<file path="src/rtl/keypad_matrix_scanner.sv">
// Row-scanning matrix keypad controller with frame debounce and chord rejection.
// Optional auto-repeat on a held key is built when KEYPAD_REPEAT_EN is defined.
module keypad_matrix_scanner #(
    parameter int CLK_HZ             = 50000000,
    parameter int SCAN_HZ            = 1000,
    parameter int ROWS               = 4,
    parameter int COLS               = 4,
    parameter int DEBOUNCE_SCANS     = 20,
    parameter int ACTIVE_LOW         = 1,
    parameter int REPEAT_DELAY_SCANS = 500,
    parameter int REPEAT_RATE_SCANS  = 100,
    localparam int CODE_W = (ROWS * COLS > 1) ? $clog2(ROWS * COLS) : 1
) (
    input  logic              clk,
    input  logic              rst,
    input  logic [COLS-1:0]   matricial_col,
    output logic [ROWS-1:0]   matricial_lin,
    output logic [CODE_W-1:0] key_code,
    output logic              key_valid,
    output logic              key_held,
    output logic              key_multi,
    output logic              key_repeat
);

    localparam int DIV   = CLK_HZ / SCAN_HZ;
    localparam int DIV_W = $clog2(DIV);
    localparam int ROW_W = $clog2(ROWS);
    localparam int CNT_W = $clog2(DEBOUNCE_SCANS + 1);
    localparam int NKEYS = ROWS * COLS;
    localparam logic [COLS-1:0] COL_IDLE = (ACTIVE_LOW != 0) ? '1 : '0;

    typedef enum logic [1:0] {IDLE, DEB_PRESS, PRESSED, DEB_REL} state_t;

    function automatic logic [ROWS-1:0] row_drive(input logic [ROW_W-1:0] idx);
        logic [ROWS-1:0] onehot;
        onehot = ROWS'(1) << idx;
        return (ACTIVE_LOW != 0) ? ~onehot : onehot;
    endfunction

    // Tick divider: one tick per row period.
    logic [DIV_W-1:0] div_cnt;
    logic             tick;

    assign tick = (div_cnt == DIV_W'(DIV - 1));

    // NOTE: all clocked state uses non-blocking assignments so every register
    // samples pre-edge values regardless of statement order.
    always_ff @(posedge clk or posedge rst) begin
        if (rst)       div_cnt <= '0;
        else if (tick) div_cnt <= '0;
        else           div_cnt <= div_cnt + 1'b1;
    end

    logic [COLS-1:0] col_meta, col_sync, col_norm;

    always_ff @(posedge clk or posedge rst) begin
        if (rst) begin
            col_meta <= COL_IDLE;
            col_sync <= COL_IDLE;
        end else begin
            col_meta <= matricial_col;
            col_sync <= col_meta;
        end
    end

    assign col_norm = (ACTIVE_LOW != 0) ? ~col_sync : col_sync;

    logic [ROW_W-1:0] row_idx, row_nx;
    logic             last_row, frame_end;
    logic [NKEYS-1:0] frame, frame_full;

    assign last_row  = (row_idx == ROW_W'(ROWS - 1));
    assign frame_end = tick && last_row;
    assign row_nx    = last_row ? '0 : row_idx + 1'b1;

    always_ff @(posedge clk or posedge rst) begin
        if (rst) begin
            row_idx       <= '0;
            matricial_lin <= row_drive('0);
            frame         <= '0;
        end else if (tick) begin
            frame[row_idx*COLS +: COLS] <= col_norm;
            row_idx                     <= row_nx;
            matricial_lin               <= row_drive(row_nx);
        end
    end

    // The last row is classified straight from the synchronizer so the frame
    // decision is available on the same tick that completes it.
    logic [1:0]        hits;
    logic [CODE_W-1:0] code_single;
    logic              is_none, is_single, is_multi;

    always_comb begin
        frame_full                       = frame;
        frame_full[row_idx*COLS +: COLS] = col_norm;
        hits        = 2'd0;
        code_single = '0;
        for (int i = 0; i < NKEYS; i++) begin
            if (frame_full[i]) begin
                if (hits != 2'd2) hits = hits + 2'd1;
                code_single = CODE_W'(i);
            end
        end
    end

    assign is_none   = (hits == 2'd0);
    assign is_single = (hits == 2'd1);
    assign is_multi  = (hits == 2'd2);

    state_t            state, state_nx;
    logic [CNT_W-1:0]  cnt, cnt_nx, cnt_inc;
    logic [CODE_W-1:0] cand, cand_nx, code_nx;
    logic              valid_nx, repeat_nx;

    assign cnt_inc  = cnt + 1'b1;
    assign key_held = (state == PRESSED) || (state == DEB_REL);

`ifdef KEYPAD_REPEAT_EN
    localparam int REP_MAX = (REPEAT_DELAY_SCANS > REPEAT_RATE_SCANS) ?
                             REPEAT_DELAY_SCANS : REPEAT_RATE_SCANS;
    localparam int REP_W   = $clog2(REP_MAX + 1);

    logic [REP_W-1:0] rep_cnt, rep_cnt_nx, rep_inc, rep_thr;
    logic             rep_started, rep_started_nx;

    assign rep_inc = rep_cnt + 1'b1;
    assign rep_thr = rep_started ? REP_W'(REPEAT_RATE_SCANS) : REP_W'(REPEAT_DELAY_SCANS);
`endif

    always_comb begin
        state_nx  = state;
        cnt_nx    = cnt;
        cand_nx   = cand;
        code_nx   = key_code;
        valid_nx  = 1'b0;
        repeat_nx = 1'b0;
`ifdef KEYPAD_REPEAT_EN
        rep_cnt_nx     = rep_cnt;
        rep_started_nx = rep_started;
`endif
        if (frame_end) begin
            case (state)
                IDLE: begin
                    if (is_single) begin
                        cand_nx = code_single;
                        if (DEBOUNCE_SCANS == 1) begin
                            code_nx  = code_single;
                            valid_nx = 1'b1;
                            state_nx = PRESSED;
                            cnt_nx   = '0;
                        end else begin
                            cnt_nx   = CNT_W'(1);
                            state_nx = DEB_PRESS;
                        end
                    end
                end
                DEB_PRESS: begin
                    if (is_single && code_single == cand) begin
                        if (cnt_inc == CNT_W'(DEBOUNCE_SCANS)) begin
                            code_nx  = cand;
                            valid_nx = 1'b1;
                            state_nx = PRESSED;
                            cnt_nx   = '0;
                        end else begin
                            cnt_nx = cnt_inc;
                        end
                    end else begin
                        state_nx = IDLE;
                        cnt_nx   = '0;
                    end
                end
                PRESSED: begin
                    if (is_none) begin
                        if (DEBOUNCE_SCANS == 1) begin
                            state_nx = IDLE;
                            cnt_nx   = '0;
                        end else begin
                            state_nx = DEB_REL;
                            cnt_nx   = CNT_W'(1);
                        end
                    end
`ifdef KEYPAD_REPEAT_EN
                    if (is_single && code_single == key_code) begin
                        if (rep_inc == rep_thr) begin
                            valid_nx       = 1'b1;
                            repeat_nx      = 1'b1;
                            rep_cnt_nx     = '0;
                            rep_started_nx = 1'b1;
                        end else begin
                            rep_cnt_nx = rep_inc;
                        end
                    end else begin
                        rep_cnt_nx     = '0;
                        rep_started_nx = 1'b0;
                    end
`endif
                end
                DEB_REL: begin
                    if (is_none) begin
                        if (cnt_inc == CNT_W'(DEBOUNCE_SCANS)) begin
                            state_nx = IDLE;
                            cnt_nx   = '0;
                        end else begin
                            cnt_nx = cnt_inc;
                        end
                    end else begin
                        state_nx = PRESSED;
                        cnt_nx   = '0;
                    end
                end
                default: begin
                    state_nx = IDLE;
                    cnt_nx   = '0;
                end
            endcase
        end
`ifdef KEYPAD_REPEAT_EN
        if (state != PRESSED) begin
            rep_cnt_nx     = '0;
            rep_started_nx = 1'b0;
        end
`endif
    end

    always_ff @(posedge clk or posedge rst) begin
        if (rst) begin
            state     <= IDLE;
            cnt       <= '0;
            cand      <= '0;
            key_code  <= '0;
            key_valid <= 1'b0;
            key_multi <= 1'b0;
        end else begin
            state     <= state_nx;
            cnt       <= cnt_nx;
            cand      <= cand_nx;
            key_code  <= code_nx;
            key_valid <= valid_nx;
            if (frame_end) key_multi <= is_multi;
        end
    end

`ifdef KEYPAD_REPEAT_EN
    always_ff @(posedge clk or posedge rst) begin
        if (rst) begin
            rep_cnt     <= '0;
            rep_started <= 1'b0;
            key_repeat  <= 1'b0;
        end else begin
            rep_cnt     <= rep_cnt_nx;
            rep_started <= rep_started_nx;
            key_repeat  <= repeat_nx;
        end
    end
`else
    assign key_repeat = 1'b0;
`endif

endmodule
</file>
<file path="config.mk">
export PLATFORM = sky130hd
export DESIGN_NAME = keypad_matrix_scanner
export DESIGN_NICKNAME = d
export VERILOG_FILES = /design/src/rtl/keypad_matrix_scanner.sv
export SDC_FILE = /design/constraint.sdc
export NUM_CORES = 1
export LEC_CHECK = 0
export CORE_MARGIN = 1
export CORE_UTILIZATION = 40
export CTS_CLUSTER_DIAMETER = 150
export DETAILED_ROUTE_END_ITERATION = 8
export REMOVE_ABC_BUFFERS = 1
export SYNTH_ARGS = -nofsm -noshare
export SYNTH_HDL_FRONTEND = slang
export SYNTH_SLANG_ARGS = --single-unit
</file>
<file path="constraint.sdc">
create_clock -name clk -period 10.1 [get_ports clk]
set_input_delay 1.515 -clock clk [delete_from_list [all_inputs] [get_ports clk]]
set_output_delay 1.515 -clock clk [all_outputs]
set_load 0.05 [all_outputs]
</file>
==> results.md <==
- The cell internal power dissipation is 492 uW.
- The count of clock tree sinks is 63.
- The clock input transition at the sequential cells of the worst setup and hold paths is roughly 0.05 ns.
- The worst clock skew on the final layout is 0.00714 ns.
- The register cell area after layout is between 1500 and 2000 sq um.
- The cell type with the highest aggregate area in the netlist is sky130_fd_sc_hd__dfrtp_1.
- The yosys synthesis warning count is 0.
- sky130_fd_sc_hd__nand2_1 is the most common cell in the netlist.
- The startpoint class of the critical path is a register.
- The number of port buffers is 16.
- In this run, synthesis produced a sequential element count of 63.
- Cells fill 45.5% of the core in the end.
- The die covers 14100 sq um.
- The analysis attributes to cell leakage a power of 2.43 nW.
- Summing every instance area after synthesis gives 5460 sq um.
- In the synthesized netlist the dominant register cell turns out to be sky130_fd_sc_hd__dfrtp_1.
- Per report_power, the sequential group accounts for 37.9% of the total.
- For the final routed database, the setup TNS stands at 0 ns.
- Detailed placement finished with a half-perimeter wire length of 11300 um.
- The deepest clock path buffer count is 2.
- The async set-or-reset flop fraction in the synthesized netlist is 100%.
- The worst hold slack after final layout is roughly 0.35 ns.
- Relative to the synthesized area, the layout overhead comes to 10.9%.
- The number of flops mapped to enable cells by yosys is 0.
- After Yosys synthesis, and, or, nand and nor cells account for 25.1% of the synthesized area.
- The post-cts resize count is 0.
- The maximum VDD drop is 0.0000621 V.
- The final-report hold violation count is 0.
- The period utilization is 89.8%.
- The total length of routed met3 wires is 866 um.
- The power per cell area is 112 nW/um^2.
- For this design the total switching power over the nets is around 190 uW.
- After detailed routing, the met2 layer carries 6800 um of wire.
- The post-CTS setup-driven buffer insertion count is 0.
- In the final layout, the share of cells above drive strength 1 is 12.7%.
- The max-slew violation total from the final report is 0.
- The first-pass GRT wire length is 25000 um.
- For this block, wires on met1 add up to roughly 6900 um.
- The number of antenna cells inserted is 0.
- The cell at the root of the clock tree is sky130_fd_sc_hd__clkbuf_16.
- The worst setup path is captured at a register.
- The uppermost signal routing layer after detailed routing is met4.
- The total area inside the core boundary comes to between 10000 and 15000 sq um.
- The synthesized netlist devotes under 10% of its cell area to adder and majority cells.
- The floorplan row count is 42.
- The number of max-cap violations is 0.
- The initial antenna violation count was 0.
- The vias per cell is 6.28.
- The final antenna-violating net count is 0.
- The number of buffers inserted for hold repair after clock tree synthesis is 0.
- The flow ran to the end, and the final reports show no timing, DRC or antenna violations.
- Data arrives at the worst endpoint at between 9 and 10 ns.
- The number of global-route vias before repair is 4976.
- The peak clock frequency supported by timing is 110 MHz.
- The area used by multi-input combinational logic is 3690 sq um.
- The average cell area after synthesis is between 8 and 9 sq um.
- The share of synthesized area occupied by flip-flops and latches is between 20% and 30%.
- The number of nets in the layout is between 600 and 700.
- The total CTS buffers is 9.
- After synthesis, the largest area contributor takes up 23.8% of total cell area.
- For this block, the initial DRC count from the detailed router was 468.
- The critical-path maximum fanout is 13.
- The first-pass detailed-route iteration total is 5.
- The distinct cell type count of the synthesized netlist is 88.
- Summed over all layers, the global routing overflow is 0.
- Data on the critical path is required at its endpoint by 10.31 ns.
- By area the synthesized netlist is led by sky130_fd_sc_hd__dfrtp_1 24%, sky130_fd_sc_hd__dfstp_2 5.3%, sky130_fd_sc_hd__nand2_1 5.0%.
- The synthesized netlist devotes a little under a third of its cell area to compound gates.
- The mux share of post-synthesis cell area is under 10%.
- The proportion of total power due to net switching is 27.4%.
- Setup violations remaining at the end of the flow were counted as 0.
- From left edge to right edge, the die measures 119 um.
- After detailed routing, the average wire length per cell comes to 18.2 um.
- The cell count after synthesis is 644.
- Together, buffers and inverters on the worst path number 1.
- The initial standard-cell utilization of the core is 41.1%.
- The category of the most critical setup path is register to register.
- The via count is 5218.
- The path class of the tightest hold or removal check is register to register.
- The last weighted congestion value of the routability-driven placer is 0.897.
- The cell with the largest stage delay on the worst path is sky130_fd_sc_hd__or4_1.
- The commonest cells after synthesis are 73 x sky130_fd_sc_hd__nand2_1, 52 x sky130_fd_sc_hd__dfrtp_1, 51 x sky130_fd_sc_hd__o21ai_0.
- 18 I/O pins were placed.
- The y dimension of the die is 119 um.
- Of the total power, the clock network draws 45.2%.
- For this run, design rule violations remaining after detail routing come to 0.
- The cell class contributing the biggest share of worst-path delay is compound AO/OA/AOI/OAI gates.
- Counting I/O delays and the setup requirement, the final critical path takes 9.07 ns.
- The clock reaches the later pin of the worst-skew pair after 0.33 ns.
- Setup repair after global routing left no endpoint under its margin.
- The total detailed-routing wirelength is between 15000 and 20000 um.
- On the worst path, the slowest cell contributes a delay of 0.66 ns.
- The XOR/XNOR share of the synthesized area is 5.52%.
- The total routing usage reported by global routing is 22.2%.
- The worst relative slew slack is 38.2%.
- Counting the fill cells in the layout gives 1302.
- By area, the combinational part of the netlist is dominated by compound AO/OA/AOI/OAI gates.
- Entering global routing, the biggest net connects 64 pins.
- The TritonCTS clock tree is built.
- In this run the number of H-tree levels came out at 3.
- The transition time of the tightest slew-check pin is 0.923 ns.
- Combinational cells account for 16.9% of the total power.
- Counting stages on the worst path, the most repeated cell is sky130_fd_sc_hd__ha_1.
per-stage QoR:
| step | cell area (sq um) | power [mW] | setup slack [ns] | std cells |
|---|---|---|---|---|
| floorplan | 5330 | 0.346 | 2.41 | 617 |
| global placement | 5760 | 0.372 | 1.15 | 815 |
| detailed placement | 5760 | 0.373 | 1.14 | 815 |
| CTS | 6050 | 0.682 | 1.12 | 831 |
| global route | 6050 | 0.707 | 0.293 | 831 |
| finish | 6050 | 0.678 | 1.03 | 831 |
worst reg2reg max path, delay by kind of cell, from the launching register on:
| kind | cells | cell delay [ns] |
|---|---|---|
| xor gates and xnor gates | 1 | 0.16 |
| DFF | 1 | 0.59 |
| AOI/OAI and AO/OA | 11 | 3.09 |
| adders and majority gates | 3 | 1.10 |
| buffers and inverters | 1 | 0.16 |
| and+or+nand+nor | 9 | 2.96 |
| muxes | 3 | 0.89 |
final cells by class:
cell class	instances	area share (%)
clock buffer	12	4.07
clock inverter	4	0.786
inverter	13	0.806
multi-input combinational	541	61.0
sequential	63	26.3
tap	176	3.64
timing repair buffer	22	3.39
final timing paths:
check | depth (start not counted) | endpoint | slack (ns) | startpoint
worst max register to register | 28 | cand[3] | 1.03 | row_idx[0]
max in group asynchronous | 3 | div_cnt[6] | 7.84 | rst
worst max-delay path | 28 | cand[3] | 1.03 | row_idx[0]
worst min register to register | 0 | col_sync[0] | 0.35 | col_meta[0]
worst min-delay path | 0 | col_sync[0] | 0.35 | col_meta[0]
min in group asynchronous | 3 | matricial_lin[0] | 1.74 | rst
state kept, by name, indices dropped and copies added, names as in the netlist:
signal	cells
div_cnt	16
frame	16
cnt	5
cand	4
col_meta	4
col_sync	4
key_code	4
matricial_lin	4
row_idx	2
state	2
key_multi	1
key_valid	1
metal layers:
metal | global-route usage [%] | up-vias
met3 | 4.69 | 48
met2 | 34.3 | 204
li1 | - | 2490
met4 | 10.5 | 0
met5 | 0 | -
met1 | 29.5 | 2476
kinds of logic (layout without fill, tap and decap cells):
logic type / after synthesis / after routing
simple gates: 261 / 261
xor+xnor: 32 / 32
flops: 63 / 63
buf+inv: 40 / 51
mux: 18 / 18
other cells: 1 / 1
fa+ha+maj: 13 / 13
compound gates: 216 / 216
power by group through the flow:
stage                     clock network [mW]  registers, mW  logic (mW)
after global placement                     0          0.261       0.111
after floorplan                            0          0.261      0.0854
final                                  0.307          0.257       0.114
after global routing                   0.326          0.257       0.125
after detailed placement                   0          0.261       0.111
after CTS                              0.313          0.257       0.112
cell usage in the layout, fill, tap and decap left out, types with 13 or more instances in the layout:
master	Yosys	final
sky130_fd_sc_hd__a21oi_1	22	22
sky130_fd_sc_hd__a31o_2	13	13
sky130_fd_sc_hd__a31oi_1	17	17
sky130_fd_sc_hd__and3_1	14	14
sky130_fd_sc_hd__clkdlybuf4s50_1	0	16
sky130_fd_sc_hd__dfrtp_1	52	52
sky130_fd_sc_hd__ha_1	13	13
sky130_fd_sc_hd__nand2_1	73	73
sky130_fd_sc_hd__nand3_1	40	40
sky130_fd_sc_hd__nor2_1	46	46
sky130_fd_sc_hd__nor2b_1	17	17
sky130_fd_sc_hd__nor3_1	15	15
sky130_fd_sc_hd__o21ai_0	51	51
sky130_fd_sc_hd__xnor2_1	21	21
Note: power is estimated with default switching activity, not from simulation.
==> RTL edit 1 (config.mk and constraints unchanged) <==
Remove the register `key_valid`: a continuous assignment takes its place, so the output `key_valid` follows one clock earlier.
--- a/src/rtl/keypad_matrix_scanner.sv
+++ b/src/rtl/keypad_matrix_scanner.sv
@@ -229,17 +229,17 @@
             cnt       <= '0;
             cand      <= '0;
             key_code  <= '0;
-            key_valid <= 1'b0;
             key_multi <= 1'b0;
         end else begin
             state     <= state_nx;
             cnt       <= cnt_nx;
             cand      <= cand_nx;
             key_code  <= code_nx;
-            key_valid <= valid_nx;
             if (frame_end) key_multi <= is_multi;
         end
     end
+
+    assign key_valid = valid_nx;
 
 `ifdef KEYPAD_REPEAT_EN
     always_ff @(posedge clk or posedge rst) begin
Behaviour: same outputs for any inputs over 10 cycles, from zero or initial values and one cycle with rst high; that may be too few to reach the edited logic, so the function may still have changed.
==> RTL edit 1 against the unedited design <==
  * First-iteration DRC count fell by 1.3%
  * Largest cell class unchanged
  * Clock power up 8.8%
  * Register-to-register slack improved by 1200 ps
  * Design area up 3.8%
  * Synthesized area grew 3.7%
  * Sequential cell count down 1
  * Highest routed layer unchanged
  * Wire length fell by 5.5%
  * Worst setup slack got worse by 350 ps
  * Power is 5.0% higher
==> RTL edit 1: results (changes against the unedited design) <==
GPL Wtd Cong - 0.8782 (-2.1%)
NetSw - 194.3 uW (+4.5%)
Slowest-stage cell, CP - o22ai_1
Clk pin slew, worst setup/hold paths - 50 ps (about the same)
DRT Pass-1 Iters - 5 (unchanged)
Status - complete, no violations
Hold Path Class - reg -> reg
Flop2flop setup slack - 2190 ps (+1160 ps)
Max FO, Critical Path - 11 (-2)
Average size of a mapped cell - 8.386 um^2 (-1.0%)
Placed Instances - 843 (+3.4%)
FF-to-FF Start - row_idx[1]
R2R Path End - cand[3]
Worst Path Arrival - 7910 ps (-1370 ps)
Top flop regs - div_cnt x16, frame x16, cnt x5
M1 WL - 7.030 mm (+1.5%)
Tightest Pin Transition - 867.8 ps (-55.55 ps)
Layout cells sized above 1 - 14.87% (+2.2 points)
Async SR Flop Fraction - 100.0% (unchanged)
Met2 usage - 32.11% (-2.2 points)
Met1 usage - 29.17% (-0.34 points)
Largest net degree at the start of global routing - 63 (-1.6%)
CP peak stage delay - 690 ps (+30 ps)
Hold endpoint - col_sync[1]
Sequential group share of total power - 35.5% (-2.4 points)
Met3 wire len - 545 um (-37%)
DR vias - 5339 (+2.3%)
Hold path start - col_meta[1]
Clock share of power - 47.0% (+1.8 points)
Initial drt markers - 462 (-1.3%)
WL met2 - 6.467 mm (-4.9%)
Most common library cells after synthesis - 64 x nand2_1, 61 x nor2_1, 52 x o21ai_0
Placed instance area - 5954 um^2 (+3.4%)
Skew final - 5.312 ps (-1.833 ps)
Maximum vdd ir drop - 110.3 uV (+77%)
Post-synthesis sequential area ratio - 27.65% (-1.5 points)
Post-synth cell types - 102 (+16%)
Highest metal used - met4
Post-Place Worst Slack - 434.6 ps (-704.6 ps)
H-tree Lvls - 3 (unchanged)
Clk Latency, worst-skew pair - 330 ps (about the same)
Vias in the first global route - 4977 (+0.020%)
Post-DP HPWL - 10.47 mm (-7.1%)
FILL cells - 1331 (+2.2%)
Main area contributors after synthesis - dfrtp_1 23%, dfstp_2 5.1%, o21ai_0 4.6%, nand2_1 4.2%, nor2_1 4.0%
CTS root buf - clkbuf_16
Logic power comb - 124 uW (+9%)
Gr usage total - 20.49% (-1.7 points)
Global Route met3 Usage - 1.927% (-2.8 points)
P_leak - 2.461 nW (+1.1%)
Nets - 693 (+3.6%)
Global-route wire length before repair - 24.38 mm (-2.3%)
Vias/cell - 6.215 (-1.0%)
Num CTS Buffers - 9 (unchanged)
IO Port Bufs - 16 (unchanged)
WL per Instance - 16.63 um (-8.6%)
[RTL edit 1: what timing repair did]
item,in CTS,in global routing
hold buffers,0,0
setup endpoints to repair,0,1
resized for setup,0,4
buffers inserted,0,0
[RTL edit 1: cell families (layout without fill, tap and decap cells)]
group / after synthesis / in the layout / synth area share [%]
AO/OA/AOI/OAI: 238 / 238 / 32.38
XOR/XNOR: 30 / 30 / 4.885
adder cells (fa/ha/maj): 13 / 13 / 2.874
buffers and inverters: 52 / 56 / 3.935
flip-flops: 62 / 62 / 27.65
multiplexers: 21 / 21 / 4.443
other: 1 / 1 / 0.06625
AND/OR/NAND/NOR: 258 / 258 / 23.76
[RTL edit 1: metrics by stage]
stage	util, %	hold WS [ps]
after detailed placement	43.06	348.4
after floorplan	-	345.2
final	45.43	355.2
after global placement	43.06	347.0
after global routing	45.43	356.7
after CTS	45.41	356.1
[RTL edit 1: final cells by class]
cell class / count / area (um^2) / area share, %
timing repair buffer: 27 / 237.7 / 3.785
clock buffer: 10 / 239.0 / 3.805
tap: 180 / 225.2 / 3.586
sequential: 62 / 1565 / 24.92
inverter: 13 / 48.80 / 0.7769
clock inverter: 6 / 85.08 / 1.355
multi-input combinational: 561 / 3880 / 61.77
[RTL edit 1: how the worst max path moves through the flow]
| stage | start | end | slack [ps] | depth (start not counted) |
|---|---|---|---|---|
| floorplan | row_idx[0] | key_valid | 620 | 25 |
| global placement | row_idx[1] | key_valid | 720 | 29 |
| detailed placement | row_idx[1] | key_valid | 430 | 29 |
| CTS | row_idx[1] | key_valid | 110 | 29 |
| global route | row_idx[1] | key_valid | 30 | 29 |
| finish | row_idx[1] | key_valid | 670 | 28 |
==> RTL edit 2 (same flow settings) <==
Made on the original files. Set the parameter `SCAN_HZ` to 2000 (it was 1000).
--- a/src/rtl/keypad_matrix_scanner.sv
+++ b/src/rtl/keypad_matrix_scanner.sv
@@ -2,7 +2,7 @@
 // Optional auto-repeat on a held key is built when KEYPAD_REPEAT_EN is defined.
 module keypad_matrix_scanner #(
     parameter int CLK_HZ             = 50000000,
-    parameter int SCAN_HZ            = 1000,
+    parameter int SCAN_HZ            = 2000,
     parameter int ROWS               = 4,
     parameter int COLS               = 4,
     parameter int DEBOUNCE_SCANS     = 20,
Behaviour: no difference found for any inputs over 10 cycles, from zero or initial values and one cycle with rst high; that may be too few to reach the edited logic, so the function may still have changed.
==> RTL edit 2 against the unedited design <==
  * Design area is 1.9% higher
  * Power up 0.24%
  * Highest routed layer unchanged
  * Wire length grew 4.6%
  * Sequential share of layout area decreased by 0.90 points
  * Utilization grew 0.32 points
  * Critical path depth rose by 5
  * Synthesized area up 3.0%
  * Sequential cell count decreased by 1
  * Worst setup slack gained 29 ps
  * Combinational power increased by 11%
==> RTL edit 2: results (changes against the unedited design) <==
Post-synthesis mux area share - 5.723% (+1.8 points)
Post-synthesis compound-gate area fraction - 29.59% (-0.46 points)
R2R Path End - cand[2]
Post-DP HPWL - 11.41 mm (+1.2%)
GPL Wtd Cong - 0.9730 (+8.5%)
Layout cells sized above 1 - 8.807% (-3.9 points)
Max FO, Critical Path - 19 (+6)
Main area contributors after synthesis - dfrtp_1 23%, nand2_1 5.2%, dfstp_2 5.1%, nor2_1 4.2%, o21ai_0 4.2%
Status - complete, no violations
Slowest-stage cell, CP - dfrtp_1
Placed instance area - 5874 um^2 (+2.0%)
Skew final - 7.761 ps (+0.6163 ps)
Maximum vdd ir drop - 199.5 uV (+220%)
NetSw - 197.3 uW (+6.1%)
WL per Instance - 17.98 um (-1.2%)
P_leak - 2.362 nW (-2.9%)
Nets - 718 (+7.3%)
Gr usage total - 22.44% (+0.25 points)
Post-synth cell types - 94 (+6.8%)
Initial drt markers - 696 (+49%)
Top flop regs - frame x16, div_cnt x15, cnt x5
Hold endpoint - col_sync[1]
Vias in the first global route - 5209 (+4.7%)
CP peak stage delay - 620 ps (-40 ps)
Worst Path Arrival - 9240 ps (-40 ps)
M1 WL - 7.056 mm (+1.9%)
FILL cells - 1347 (+3.5%)
WL met2 - 7.230 mm (+6.3%)
Tightest Pin Transition - 1006 ps (+82.70 ps)
Post-synthesis sequential area ratio - 27.86% (-1.3 points)
Largest net degree at the start of global routing - 63 (-1.6%)
## RTL edit 2: changes by cell type after synthesis, sizes merged, moves of 7 or more
cell,delta
a21oi,+13
nor2,+19
nor2b,-12
buf,+7
a31o,-12
nor3,+9
and3,-7
xnor2,-7
a31oi,-10
nand2b,+9
o22ai,+7
a211o,+7
## RTL edit 2: cells by family (layout without fill, tap and decap cells)
group           Yosys count  count (layout)
xor+xnor                 27              27
mux                      30              30
flops                    62              62
fa+ha+maj                13              13
buf+inv                  57              55
simple gates            285             285
other cells               1               1
compound gates          231             231
## RTL edit 2: stage by stage
step,utilization (%),hold WS [ps],power (mW),std cells,setup slack [ps]
5_1_grt,45.83,358.3,0.7054,880,416.8
6_report,45.83,354.2,0.6794,880,1057
4_1_cts,45.83,354.6,0.6828,880,1255
3_3_place_gp,43.67,346.6,0.3804,864,1613
3_5_place_dp,43.67,346.8,0.3794,864,1304
2_1_floorplan,-,345.2,0.3492,667,2349
## RTL edit 2: power by group through the flow
stage          combinational [mW]  sequential, mW  clock, mW
6_report                    0.127           0.253      0.299
5_1_grt                     0.137           0.253      0.315
4_1_cts                     0.123           0.253      0.307
3_5_place_dp                0.122           0.257          0
3_3_place_gp                0.123           0.257          0
2_1_floorplan              0.0926           0.257          0
## RTL edit 2: worst max-delay path by stage
stage	slack, ps	cells past startpoint	end
after global placement	1610	32	cand[3]
after global routing	420	33	cand[2]
after detailed placement	1300	31	cand[2]
final	1060	33	cand[2]
after floorplan	2350	33	cand[1]
after CTS	1250	31	cand[2]
## RTL edit 2: routing by layer
layer,global-route usage [%],up-vias
met4,9.645,0
met3,3.868,45
li1,-,2667
met5,0,-
met1,30.21,2673
met2,35.34,285
## RTL edit 2: final cells by class
type	instances	area [um^2]	area share, %
Multi-Input combinational cell	587	3824	62.01
Timing Repair Buffer	21	197.7	3.206
Clock inverter	6	62.56	1.015
Inverter	18	67.56	1.096
Clock buffer	10	229.0	3.713
Tap cell	176	220.2	3.571
Sequential cell	62	1565	25.39
## RTL edit 2: worst register-to-register path: cells and delay by family (launching register included)
kind                     cells  cell delay (ps)
AO/OA/AOI/OAI               10             2480
XOR/XNOR                     2              640
adder cells (fa/ha/maj)      3              930
buffers and inverters        2              260
flip-flops                   1              620
multiplexers                 3              880
AND/OR/NAND/NOR             13             3100
